**config.mk**
```make
export PLATFORM = sky130hd
export DESIGN_NAME = cpu16_mem_arb
export DESIGN_NICKNAME = d
export VERILOG_FILES = /design/src/rtl/cpu16_mem_arb.sv
export SDC_FILE = /design/constraint.sdc
export NUM_CORES = 1
export LEC_CHECK = 0
export CORE_ASPECT_RATIO = 1.4
export CORE_MARGIN = 5
export CORE_UTILIZATION = 36
export CTS_BUF_LIST = sky130_fd_sc_hd__clkbuf_16
export DETAILED_ROUTE_END_ITERATION = 8
export GPL_ROUTABILITY_DRIVEN = 0
export PLACE_DENSITY = 0.72
export SKIP_CTS_REPAIR_TIMING = 1
export SLEW_MARGIN = 40
export SYNTH_ARGS = -nofsm -noshare
export SYNTH_HDL_FRONTEND = slang
export SYNTH_SLANG_ARGS = --single-unit
```
**constraint.sdc**
```tcl
create_clock -name clk -period 4.16 [get_ports clk]
set_clock_uncertainty 0.1 [all_clocks]
set_input_delay 0.832 -clock clk [delete_from_list [all_inputs] [get_ports clk]]
set_output_delay 0.832 -clock clk [all_outputs]
set_load 0.01 [all_outputs]
```
**src/rtl/cpu16_mem_arb.sv**
```systemverilog
// Shares one single-ported 16-bit memory bus between the cpu16 fetch and data ports.
// Data wins by default; a grant streak limit protects fetch, and a timeout aborts dead accesses.
module cpu16_mem_arb #(
    parameter int DAT_BURST_MAX  = 4,
    parameter int TIMEOUT_CYCLES = 255
) (
    input  logic        clk,
    input  logic        reset_n,
    input  logic [15:0] ins_rd_addr,
    input  logic        ins_rd_req,
    output logic [15:0] ins_rd_data,
    output logic        ins_rd_rdy,
    input  logic [15:0] dat_rw_addr,
    input  logic [15:0] dat_wr_data,
    input  logic        dat_rd_req,
    input  logic        dat_wr_req,
    output logic [15:0] dat_rd_data,
    output logic        dat_rd_rdy,
    output logic        dat_wr_rdy,
    output logic [15:0] mem_addr,
    output logic [15:0] mem_wdata,
    output logic        mem_we,
    output logic        mem_req,
    input  logic [15:0] mem_rdata,
    input  logic        mem_rdy,
    output logic        bus_err
);

    localparam logic [1:0] ST_IDLE   = 2'd0;
    localparam logic [1:0] ST_BUSY_I = 2'd1;
    localparam logic [1:0] ST_BUSY_D = 2'd2;

    localparam logic [3:0] BURST_MAX = 4'(DAT_BURST_MAX);
    localparam logic [7:0] TMO_LAST  = 8'(TIMEOUT_CYCLES - 1);

    logic [1:0]  state_q, state_d;
    logic [3:0]  streak_q, streak_d;
    logic [7:0]  tmo_q, tmo_d;
    logic [15:0] mem_addr_q, mem_addr_d;
    logic [15:0] mem_wdata_q, mem_wdata_d;
    logic        mem_we_q, mem_we_d;
    logic        mem_req_q, mem_req_d;
    logic [15:0] ins_rd_data_q, ins_rd_data_d;
    logic [15:0] dat_rd_data_q, dat_rd_data_d;
    logic        ins_rd_rdy_q, ins_rd_rdy_d;
    logic        dat_rd_rdy_q, dat_rd_rdy_d;
    logic        dat_wr_rdy_q, dat_wr_rdy_d;
    logic        bus_err_q, bus_err_d;

    logic busy, done, abort, can_arb;
    logic ins_cand, dat_cand, grant_i, grant_d;

    assign busy    = (state_q != ST_IDLE);
    assign done    = busy && mem_rdy;
    // mem_rdy in the final allowed cycle still completes normally
    assign abort   = busy && !mem_rdy && (tmo_q == TMO_LAST);
    assign can_arb = !busy || done;

    // The port finishing this cycle still shows its old request level, so it sits out
    assign ins_cand = ins_rd_req && !(done && state_q == ST_BUSY_I);
    assign dat_cand = (dat_rd_req || dat_wr_req) && !(done && state_q == ST_BUSY_D);
    assign grant_i  = can_arb && ins_cand && (!dat_cand || streak_q == BURST_MAX);
    assign grant_d  = can_arb && dat_cand && !grant_i;

    always_comb begin
        state_d       = state_q;
        streak_d      = streak_q;
        tmo_d         = tmo_q;
        mem_addr_d    = mem_addr_q;
        mem_wdata_d   = mem_wdata_q;
        mem_we_d      = mem_we_q;
        mem_req_d     = mem_req_q;
        ins_rd_data_d = ins_rd_data_q;
        dat_rd_data_d = dat_rd_data_q;
        ins_rd_rdy_d  = 1'b0;
        dat_rd_rdy_d  = 1'b0;
        dat_wr_rdy_d  = 1'b0;
        bus_err_d     = 1'b0;

        if (done || abort) begin
            state_d   = ST_IDLE;
            mem_req_d = 1'b0;
            bus_err_d = abort;
            if (state_q == ST_BUSY_I) begin
                ins_rd_rdy_d  = 1'b1;
                ins_rd_data_d = done ? mem_rdata : 16'hFFFF;
            end else if (mem_we_q) begin
                dat_wr_rdy_d = 1'b1;
            end else begin
                dat_rd_rdy_d  = 1'b1;
                dat_rd_data_d = done ? mem_rdata : 16'hFFFF;
            end
        end else if (busy) begin
            tmo_d = tmo_q + 8'd1;
        end

        if (grant_i) begin
            state_d    = ST_BUSY_I;
            mem_req_d  = 1'b1;
            mem_addr_d = ins_rd_addr;
            mem_we_d   = 1'b0;
            tmo_d      = 8'd0;
            streak_d   = 4'd0;
        end else if (grant_d) begin
            // A store beats a simultaneous load; the load waits for a later grant
            state_d     = ST_BUSY_D;
            mem_req_d   = 1'b1;
            mem_addr_d  = dat_rw_addr;
            mem_we_d    = dat_wr_req;
            mem_wdata_d = dat_wr_data;
            tmo_d       = 8'd0;
            if (!ins_rd_req) begin
                streak_d = 4'd0;
            end else if (streak_q != BURST_MAX) begin
                streak_d = streak_q + 4'd1;
            end
        end
    end

    always_ff @(posedge clk or negedge reset_n) begin
        if (!reset_n) begin
            state_q       <= ST_IDLE;
            streak_q      <= 4'd0;
            tmo_q         <= 8'd0;
            mem_addr_q    <= 16'd0;
            mem_wdata_q   <= 16'd0;
            mem_we_q      <= 1'b0;
            mem_req_q     <= 1'b0;
            ins_rd_data_q <= 16'd0;
            dat_rd_data_q <= 16'd0;
            ins_rd_rdy_q  <= 1'b0;
            dat_rd_rdy_q  <= 1'b0;
            dat_wr_rdy_q  <= 1'b0;
            bus_err_q     <= 1'b0;
        end else begin
            state_q       <= state_d;
            streak_q      <= streak_d;
            tmo_q         <= tmo_d;
            mem_addr_q    <= mem_addr_d;
            mem_wdata_q   <= mem_wdata_d;
            mem_we_q      <= mem_we_d;
            mem_req_q     <= mem_req_d;
            ins_rd_data_q <= ins_rd_data_d;
            dat_rd_data_q <= dat_rd_data_d;
            ins_rd_rdy_q  <= ins_rd_rdy_d;
            dat_rd_rdy_q  <= dat_rd_rdy_d;
            dat_wr_rdy_q  <= dat_wr_rdy_d;
            bus_err_q     <= bus_err_d;
        end
    end

    assign mem_addr    = mem_addr_q;
    assign mem_wdata   = mem_wdata_q;
    assign mem_we      = mem_we_q;
    assign mem_req     = mem_req_q;
    assign ins_rd_data = ins_rd_data_q;
    assign dat_rd_data = dat_rd_data_q;
    assign ins_rd_rdy  = ins_rd_rdy_q;
    assign dat_rd_rdy  = dat_rd_rdy_q;
    assign dat_wr_rdy  = dat_wr_rdy_q;
    assign bus_err     = bus_err_q;

endmodule
```
==> results_dict.tcl, run 1 <==
set metrics [dict create \
    yosys_register_bits 84 \
    clkLatencyLatePin_ns 0.33 \
    critPathArrivalTime_ns 2.77 \
    synth_edf_count 0 \
    dp_hpwl_mm 6.67 \
    cp_max_fo 18 \
    min_path_type "reg -> reg" \
    placed_area_um2 5100 \
    ir_drop_v 0.000337 \
    p_leak_nw 2.18 \
    synth_cell_types 50 \
    cp-start-kind "input port" \
    wirelength_mm 9.20 \
    syn-cell-area_um2 3610 \
    finalCoreUtilization 0.548 \
    ys_warn_count 0 \
    wl_per_cell_um 16.7 \
    vias 2802 \
    die_h_um 129 \
    grt_antenna_before_repair 0 \
    core_um2 9850 \
    cts_tree "done" \
    syn_to_final_growth_pct 49.2 \
    drive_gt1_frac 0.161 \
    synth_compound_area_frac 0.195 \
    synth_top_family_by_area "compound AO/OA/AOI/OAI gates" \
    gr-usage-all-layers 0.156 \
    drc 0 \
    min_period_ns 2.65 \
    crit_path_end_kind "flip-flop" \
    via_per_inst 5.09 \
    fin_tns_setup_ns 0 \
    syn_nets 346 \
    finalMaxSlewViolations 0 \
    port-buffer-count 139 \
    async_reset_ff_frac 1.00 \
    fin_area_um2 5390 \
    grt_pass1_wl_mm 14.8 \
    cts_inserted_buffers 9 \
    die-area_um2 12200 \
    fmax_mhz 377 \
    final_net_count 484 \
    powerDensity_nw_per_um2 734 \
    ant_nets 0 \
    r2r_slack_ns 1.92 \
    yosysSeqAreaShare 0.582 \
    maxSlewHeadroom 0.493 \
    grt_max_degree 85 \
    cts.htree.levels 3 \
    clockRootBuffer "clkbuf_16" \
    synth_cells 272 \
    antenna_cells 0 \
    run_status "finished, final reports clean" \
    setup-violations-final 0 \
    synth_ff_type "dfrtp_1" \
    overflow 0 \
    crit_required_ns 4.28 \
    clock_path_buffers 2 \
    synthMuxAreaShare 0.0499 \
    dr.pass1.iters 4 \
    fp.dieW_um 94.7 \
    ios 140 \
    cts.sinks 84 \
    fin_crit_sh 0.637 \
    synth_xor_area_frac 0.0145 \
    drtIter0Drc 80 \
    synth-simple-area-share 0.109 \
    cap_viol_max_count 0 \
    tightest_slew_ns 0.759 \
    first_global_vias 2987 \
    hold_viol 0 \
    critPathKind "in -> reg" \
    synth.avg_cell_area_um2 13.3 \
    clk_pin_slew_ns 0.06 \
    synth_fa_ha_area_frac 0.0139 \
    start_util 0.367 \
    grt_setup_unrepaired "false" \
    rows 43 \
    hold_ws_ns 0.405 \
]
-- cell usage in the layout (no fill, tap or decap), drive strengths merged, types with 3 or more instances in the layout --
cell type	synthesis	routed
a21oi	6	6
a221o	16	16
and2	17	17
buf	13	3
clkbuf	2	10
clkdlybuf4s50	0	138
clkinv	0	3
dfrtp	84	84
ha	4	4
inv	5	7
mux2	16	16
nand2	7	7
nand3	7	7
nand4	5	5
nor2	9	9
nor3	5	5
o211ai	3	3
o21ai	6	6
o22a	32	32
xnor2	4	4
-- cells by family after synthesis --
kind of cell	Yosys count
flip-flops	84
multiplexers	16
AO/OA/AOI/OAI	78
buffers and inverters	20
XOR/XNOR	6
adder cells (fa/ha/maj)	4
AND/OR/NAND/NOR	64
-- path summary, 6_finish.rpt --
kind,start,endpoint,cells after the start
max,mem_rdy,mem_wdata[11],6
min reg2reg,dat_rd_data[3],dat_rd_data[3],1
min in group asynchronous,reset_n,mem_addr[4],1
max in group asynchronous,reset_n,streak_q[2],1
max reg2reg,tmo_q[0],ins_rd_data[11],6
min,dat_rd_data[3],dat_rd_data[3],1
-- Yosys cell counts, types with 5 or more instances --
cell type,instances,share of area
inv_1,5,0.0052
dfrtp_1,84,0.58
a21oi_1,5,0.0069
nand3_1,7,0.0097
nor2_1,8,0.0083
mux2_2,16,0.050
buf_4,5,0.010
and2_1,14,0.024
nand2_1,7,0.0073
o22a_2,16,0.044
nand4_1,5,0.0087
o22a_1,16,0.039
a221o_1,16,0.044
-- metrics by stage --
step | setup slack [ns] | cells | total power [mW]
5_1_grt | 1.38 | 550 | 4.21
3_5_place_dp | 1.14 | 534 | 3.23
2_1_floorplan | 1.99 | 272 | 2.31
4_1_cts | 1.50 | 550 | 4.02
3_3_place_gp | 1.02 | 533 | 3.16
6_report | 1.51 | 550 | 3.96
-- worst max-delay path, cell delays in order --
cell and delay, ns:
clkdlybuf4s50_1 0.64, and2_4 0.24, o21ai_2 0.08, a21boi_4 0.39
buf_8 0.23, mux2_2 0.34
-- final cells by class --
cell class / instances / area (um2)
Fill cell: 849 / 4450
Sequential cell: 84 / 2100
Timing Repair Buffer: 142 / 1430
Multi-Input combinational cell: 168 / 1390
Clock buffer: 9 / 225
Tap cell: 135 / 169
Clock inverter: 7 / 60.1
Inverter: 5 / 18.8
-- registers in the layout (all words and copies together), names as in the netlist --
register / count
mem_addr: 16
mem_wdata: 16
dat_rd_data: 16
bus_err: 1
dat_rd_rdy: 1
ins_rd_rdy: 1
mem_we: 1
tmo_q: 8
streak_q: 4
mem_req: 1
state_q: 2
dat_wr_rdy: 1
ins_rd_data: 16
-- power breakdown --
part | internal, mW | total [mW] | switching, mW
clock network | 0.457 | 0.766 | 0.309
registers | 1.17 | 1.41 | 0.235
logic | 1.08 | 1.79 | 0.709
-- routing by layer --
layer,wire length (um),share of wire,up-vias,track usage
met4,139,0.015,0,0.0561
met5,0,0,-,0
met1,3920,0.43,1381,0.187
li1,-,-,1294,-
met3,883,0.096,8,0.0743
met2,4260,0.46,119,0.245
Power figures use the tool's default switching activity.
==> run 2, diff against run 1 <==
--- a/config.mk
+++ b/config.mk
@@ -11,7 +11,7 @@
 export CTS_BUF_LIST = sky130_fd_sc_hd__clkbuf_16
 export DETAILED_ROUTE_END_ITERATION = 8
 export GPL_ROUTABILITY_DRIVEN = 0
-export PLACE_DENSITY = 0.72
+export PLACE_DENSITY = 0.75
 export SKIP_CTS_REPAIR_TIMING = 1
 export SLEW_MARGIN = 40
 export SYNTH_ARGS = -nofsm -noshare
==> constraint.sdc (replaced) <==
create_clock -name clk -period 2.4 [get_ports clk]
set_clock_uncertainty 0.1 [all_clocks]
set_input_delay 0.48 -clock clk [delete_from_list [all_inputs] [get_ports clk]]
set_output_delay 0.48 -clock clk [all_outputs]
set_load 0.01 [all_outputs]
==> results_dict.tcl, run 2 (synthesis gave the netlist of run 1 again) <==
set metrics [dict create \
    cts_tree "done" \
    die_h_um 129 \
    run_status "finished, final reports clean" \
    cap_viol_max_count 0 \
    worstHoldPathCells 1 \
    fin_crit_sh 0.912 \
    grt_pass1_wl_mm 14.8 \
    p_leak_nw 2.21 \
    cp_slowest_stage_delay_ns 0.62 \
    drtIter0Drc 159 \
    place_ws_ns 0.0901 \
    grt_antenna_before_repair 0 \
    ir_drop_v 0.000493 \
    core_um2 9850 \
    port-buffer-count 139 \
    wl_per_cell_um 16.4 \
    antenna_cells 0 \
    clk_pin_slew_ns 0.06 \
    gr-usage-all-layers 0.154 \
    first_global_vias 2998 \
    cts.htree.levels 3 \
    nFillCells 832 \
    syn_to_final_growth_pct 51.6 \
    via_per_inst 5.07 \
    wirelength_mm 9.09 \
    ios 140 \
    die-area_um2 12200 \
    final_net_count 489 \
    fmax_mhz 457 \
    clockRootBuffer "clkbuf_16" \
    setup-violations-final 0 \
    critPathKind "reg -> reg" \
    maxSlewHeadroom 0.513 \
    ant_nets 0 \
    r2r-end "ins_rd_data[7]" \
    r2r_slack_ns 0.21 \
    powerDensity_nw_per_um2 1280 \
    path_cells "inv_1 > ha_1 > and3_1 > a21oi_4 > nor3b_4 > o22a_2" \
    cp-start-kind "flip-flop" \
    vias 2813 \
    dr.pass1.iters 4 \
    fin_tns_setup_ns 0 \
    dp_hpwl_mm 6.73 \
    finalMaxSlewViolations 0 \
    crit_slowest_cell "nor3b_4" \
    path_delay_family "simple AND/OR/NAND/NOR gates" \
    ff2ff_path_depth 6 \
    clock_path_buffers 2 \
    worst_slack_ns 0.211 \
    path_buf_inv 1 \
    fp.dieW_um 94.7 \
    min_to "dat_rd_data[0]" \
    layout_commonest_cell "clkdlybuf4s50_1" \
    start_util 0.367 \
    grt_max_degree 66 \
    tightest_slew_ns 0.728 \
    critPathArrivalTime_ns 2.36 \
    drc 0 \
    cts.sinks 84 \
    crit_path_end_kind "flip-flop" \
    min_path_type "reg -> reg" \
    reg2reg_from "tmo_q[0]" \
    min_period_ns 2.19 \
    crit_required_ns 2.57 \
    rows 43 \
    hold_viol 0 \
    clkLatencyLatePin_ns 0.33 \
    cp_max_fo 17 \
    overflow 0 \
    layout_common_cells "clkdlybuf4s50_1, dfrtp_1" \
    drive_gt1_frac 0.162 \
    hp-start "dat_rd_data[0]" \
    grt_setup_unrepaired "false" \
    final_cells 555 \
    cts_inserted_buffers 9 \
    dp.cells 538 \
]
run 2: metrics by stage:
stage	power (mW)	area [um2]	util	hold slack, ns
2_1_floorplan	4.01	3610	-	0.0844
3_3_place_gp	5.53	5150	0.523	0.275
3_5_place_dp	5.65	5160	0.524	0.278
4_1_cts	7.10	5470	0.555	-0.0800
5_1_grt	7.42	5480	0.556	0.425
6_report	6.99	5480	0.556	0.406
run 2: area by class of cell:
cell class | instances | area (um2) | share of cell area
Multi-Input combinational cell | 168 | 1390 | 0.254
Timing Repair Buffer | 147 | 1490 | 0.272
Inverter | 5 | 18.8 | 0.00343
Clock buffer | 9 | 225 | 0.0411
Clock inverter | 7 | 82.6 | 0.0151
Sequential cell | 84 | 2100 | 0.384
Tap cell | 135 | 169 | 0.0308
run 2: worst max path at each step:
stage | startpoint | to | slack [ns] | depth (start not counted)
detailed placement | mem_rdy | ins_rd_data[7] | 0.09 | 5
global placement | mem_rdy | ins_rd_data[13] | 0.12 | 5
global route | tmo_q[0] | ins_rd_data[10] | 0.05 | 6
finish | tmo_q[0] | ins_rd_data[7] | 0.21 | 6
floorplan | streak_q[0] | mem_wdata[10] | 0.58 | 7
CTS | tmo_q[0] | ins_rd_data[7] | 0.19 | 6
run 2: per-layer routing:
layer  wire [um]  GRT usage  up-vias
met2        4310      0.252      118
met1        3690      0.180     1377
li1            -          -     1310
met5           0          0        -
met3         988     0.0678        8
met4          99     0.0510        0
run 2: worst register-to-register path, stage by stage, from the launching register on:
cell,delay (ns)
dfrtp_1,0.45
inv_1,0.09
ha_1,0.15
and3_1,0.32
a21oi_4,0.15
nor3b_4,0.62
o22a_2,0.25
run 2: report_power, final:
group          switching, mW  total (mW)  internal [mW]
sequential             0.406        2.44           2.03
clock                  0.525        1.42          0.896
combinational           1.24        3.13           1.89
